--- src/rtl/trace_fifo.sv ---
// rtl/trace_fifo.sv - synchronous prefetch FIFO with occupancy count
// Exposes the head and the entry behind it so a same-cycle pop can look ahead.
module trace_fifo #(
   parameter int DEPTH = 4,
   parameter int WIDTH = 52
) (
   input  logic                       clk,
   input  logic                       rst,
   input  logic                       push,
   input  logic [WIDTH-1:0]           pushData,
   input  logic                       pop,
   output logic [WIDTH-1:0]           head,
   output logic [WIDTH-1:0]           second,
   output logic [$clog2(DEPTH+1)-1:0] count,
   output logic                       full,
   output logic                       empty
);

   localparam int PW = $clog2(DEPTH);
   localparam int CW = $clog2(DEPTH + 1);

   logic [WIDTH-1:0] mem [DEPTH];
   logic [PW-1:0]    rdPtr;
   logic [PW-1:0]    wrPtr;
   logic             doPush;
   logic             doPop;

   assign empty  = (count == '0);
   assign full   = (count == CW'(DEPTH));
   assign doPop  = pop && !empty;
   // A full FIFO still accepts a push when the head leaves in the same cycle.
   assign doPush = push && (!full || doPop);
   assign head   = mem[rdPtr];
   assign second = mem[rdPtr + PW'(1)];

   always_ff @(posedge clk) begin
      if (doPush) begin
         mem[wrPtr] <= pushData;
      end
   end

   always_ff @(posedge clk) begin
      if (rst) begin
         rdPtr <= '0;
         wrPtr <= '0;
         count <= '0;
      end else begin
         if (doPush) begin
            wrPtr <= wrPtr + PW'(1);
         end
         if (doPop) begin
            rdPtr <= rdPtr + PW'(1);
         end
         count <= count + CW'(doPush) - CW'(doPop);
      end
   end

endmodule

--- config.mk ---
export PLATFORM = sky130hd
export DESIGN_NAME = trace_fifo
export DESIGN_NICKNAME = d
export VERILOG_FILES = /design/src/rtl/trace_fifo.sv
export SDC_FILE = /design/constraint.sdc
export NUM_CORES = 1
export LEC_CHECK = 0
export ABC_CLOCK_PERIOD_IN_PS = 5250
export CORE_UTILIZATION = 29
export DETAILED_ROUTE_END_ITERATION = 12
export PLACE_DENSITY_LB_ADDON = 0.1
export SETUP_SLACK_MARGIN = 0.05
export SLEW_MARGIN = 20
export SYNTH_ARGS = -nofsm -noshare
export SYNTH_HDL_FRONTEND = slang
export SYNTH_SLANG_ARGS = --single-unit
export TNS_END_PERCENT = 5
--- constraint.sdc ---
create_clock -name clk -period 5.25 [get_ports clk]
set_clock_uncertainty 0.2 [all_clocks]
set_input_delay 1.05 -clock clk [delete_from_list [all_inputs] [get_ports clk]]
set_output_delay 1.05 -clock clk [all_outputs]
set_load 0.01 [all_outputs]
==> out/metrics.yaml <==
status:
  status: "finished clean"
pwr:
  power_frac_seq: 0.384
  p_switching_uw: 1670
  power_uw: 6010
  ir_worst_vdd_uv: 299
  power.share.switching: 0.278
  power_density_mw_per_mm2: 494
  comb_power_share: 0.340
  leakagePower_uw: 0.00379
  p_int_uw: 4340
  clockPowerShare: 0.276
clock_network:
  cts_num_sinks: 217
  cts_resized: 0
  root_buffer: "clkbuf_16"
  clkSlewWorstSetupHoldPaths_ns: 0.05
  tritoncts: "yes"
  cts_setup_buffers: 0
  clkLatencyLatePin_ns: 0.51
  cts_hold_buf: 0
  clock_path_buffers: 3
  numCtsBuffers: 24
  htreeDepth: 1
floorplan:
  fp.coreArea_mm2: 0.0316
  start_util: 0.295
  rows: 65
  pin_count: 165
  dieHeight_um: 181
  die_w_um: 181
  die_area_mm2: 0.0329
place:
  port_buffers: 164
  place_worst_setup_slack_ns: 1.70
  dp.cells: 938
  post-dp-hpwl_um: 14300
  placedInstanceArea_mm2: 0.0114
  gp_congestion: 0.704
job:
  maxCapViolations: 0
timing:
  layout_min_cycle_time_ns: 3.95
  finalHoldViolations: 0
  worst_slack_ns: 1.30
  finalMaxSlewViolations: 0
  setup_viol: 0
  tightest_slew_ns: 0.943
  max_freq_mhz: 253
  rsz0062_at_grt: "false"
  relSlewSlack: 0.372
  fin_tns_setup_ns: 0
  timing.final.crit_share: 0.752
routing:
  viasPerCell: 4.81
  drc: 0
  drtAntennaViolNets: 0
  num_vias: 4721
  wl_per_cell_um: 22.3
  drt-initial-drc-count: 243
  first_pass_iters: 6
  drt-total-wl_um: 21900
worst_hold_path:
  holdPathStages: 2
  min_path_type: "flip-flop to flip-flop"
final_layout:
  fillCellCount: 2841
  layout-drive-gt1-share: 0.276
  stdcell_count: 982
  antenna_cells: 0
  fin_area_mm2: 0.0122
  final_common_cell: "edfxtp_1"
  synthToLayoutAreaGrowth_pct: 30.3
  final_nets: 624
  final_cell_mix: "edfxtp_1, clkdlybuf4s50_1, mux4_2, clkbuf_16, buf_4"
logic_synthesis:
  yosysUniqueCellTypes: 26
  yosysSeqAreaShare: 0.689
  syn_nets: 445
  yosysTopAreaCellShare: 0.669
  synth_warnings: 0
  syn_area_mm2: 0.00933
  synthCells: 383
  synthTopCellsByArea: "edfxtp_1, mux4_2, dfxtp_1"
  ys_ff_latch: 217
  synth.largest_area_cell: "edfxtp_1"
  syn-mean-instance-area_um2: 24.4
setup_path:
  cp_max_fo: 19
  path_cells: "buf_4, mux4_2, clkdlybuf4s50_1"
  slowest_stage: "dfxtp_4"
  crit_required_ns: 4.00
  worst_setup_path_start_kind: "flip-flop"
  reg2regPathDepth: 8
  critPathMaxStageDelay_ns: 0.62
  critical_path_arrival_ns: 2.70
  critPathCaptureType: "output port"
  criticalPathCategory: "flip-flop to output port"
grt:
  grt_antenna_before_repair: 1
  grt_pass1_vias: 5312
  grt_pass1_wl_um: 33500
  grt_max_degree: 54
  grt-ovfl-total: 0
  grtUsageTotal: 0.136
## cells in the mapped netlist, drive strengths merged
cell	instances
edfxtp	208
mux4	104
buf	24
dfxtp	9
nor2	6
ha	5
and2	4
inv	4
nand2b	2
nor2b	2
xnor2	2
xor2	2
a21bo	1
a21boi	1
clkbuf	1
fa	1
mux2	1
mux2i	1
nor3	1
nor3b	1
o311ai	1
o31ai	1
or2	1
## area by class of cell
cell class,instances,area [um2],share of cell area
Sequential cell,217,6440,0.529
Tap cell,402,503,0.0414
Multi-Input combinational cell,137,2660,0.219
Clock buffer,30,644,0.0530
Timing Repair Buffer,178,1760,0.145
Inverter,4,15.0,0.00123
Clock inverter,14,139,0.0114
## critical path: cells and delay by family, from the launching register on
kind	cells	cell delay, ns
buffers and inverters	2	0.95
flip-flops	1	0.62
multiplexers	1	0.61
## registers in the layout, indices dropped and copies added, names as in the netlist, named ones only
signal	flops
wrPtr	2
count	3
mem	208
rdPtr	2
## stage by stage
step	hold slack (ns)	util
finish	0.314	0.384
detailed placement	0.314	0.360
global route	0.401	0.384
CTS	0.322	0.384
floorplan	0.282	-
global placement	0.304	0.360
## power groups by stage
stage / logic [uW] / clock network (uW) / registers, uW
final: 2040 / 1660 / 2310
after CTS: 2100 / 1710 / 2320
after global routing: 2180 / 1770 / 2350
after global placement: 2080 / 0 / 2350
after detailed placement: 2080 / 0 / 2360
after floorplan: 1270 / 0 / 2170
## per-layer routing
metal / track usage / wire, um / vias up
li1: - / - / 2045
met1: 0.176 / 9120 / 2494
met2: 0.232 / 11000 / 152
met3: 0.0299 / 1270 / 30
met4: 0.0329 / 471 / 0
met5: 0 / 0 / -
## path summary, 6_finish.rpt
kind	start	to	slack [ns]
min	wrPtr[1]$_SDFFE_PP0P_	wrPtr[1]$_SDFFE_PP0P_	0.31
max reg2reg	count[1]$_SDFF_PP0_	count[2]$_SDFF_PP0_	2.73
min reg2reg	wrPtr[1]$_SDFFE_PP0P_	wrPtr[1]$_SDFFE_PP0P_	0.31
max	rdPtr[0]$_SDFFE_PP0N_	second[9]	1.30
## cells by family (layout without fill, tap and decap cells)
| family | Yosys count | count (layout) | synth area share |
|---|---|---|---|
| simple gates | 17 | 17 | 0.0115 |
| buf+inv | 29 | 226 | 0.0261 |
| compound gates | 4 | 4 | 0.00536 |
| xor+xnor | 4 | 4 | 0.00376 |
| flops | 217 | 217 | 0.689 |
| fa+ha+maj | 6 | 6 | 0.00885 |
| mux | 106 | 106 | 0.256 |
Power figures use the tool's default switching activity.
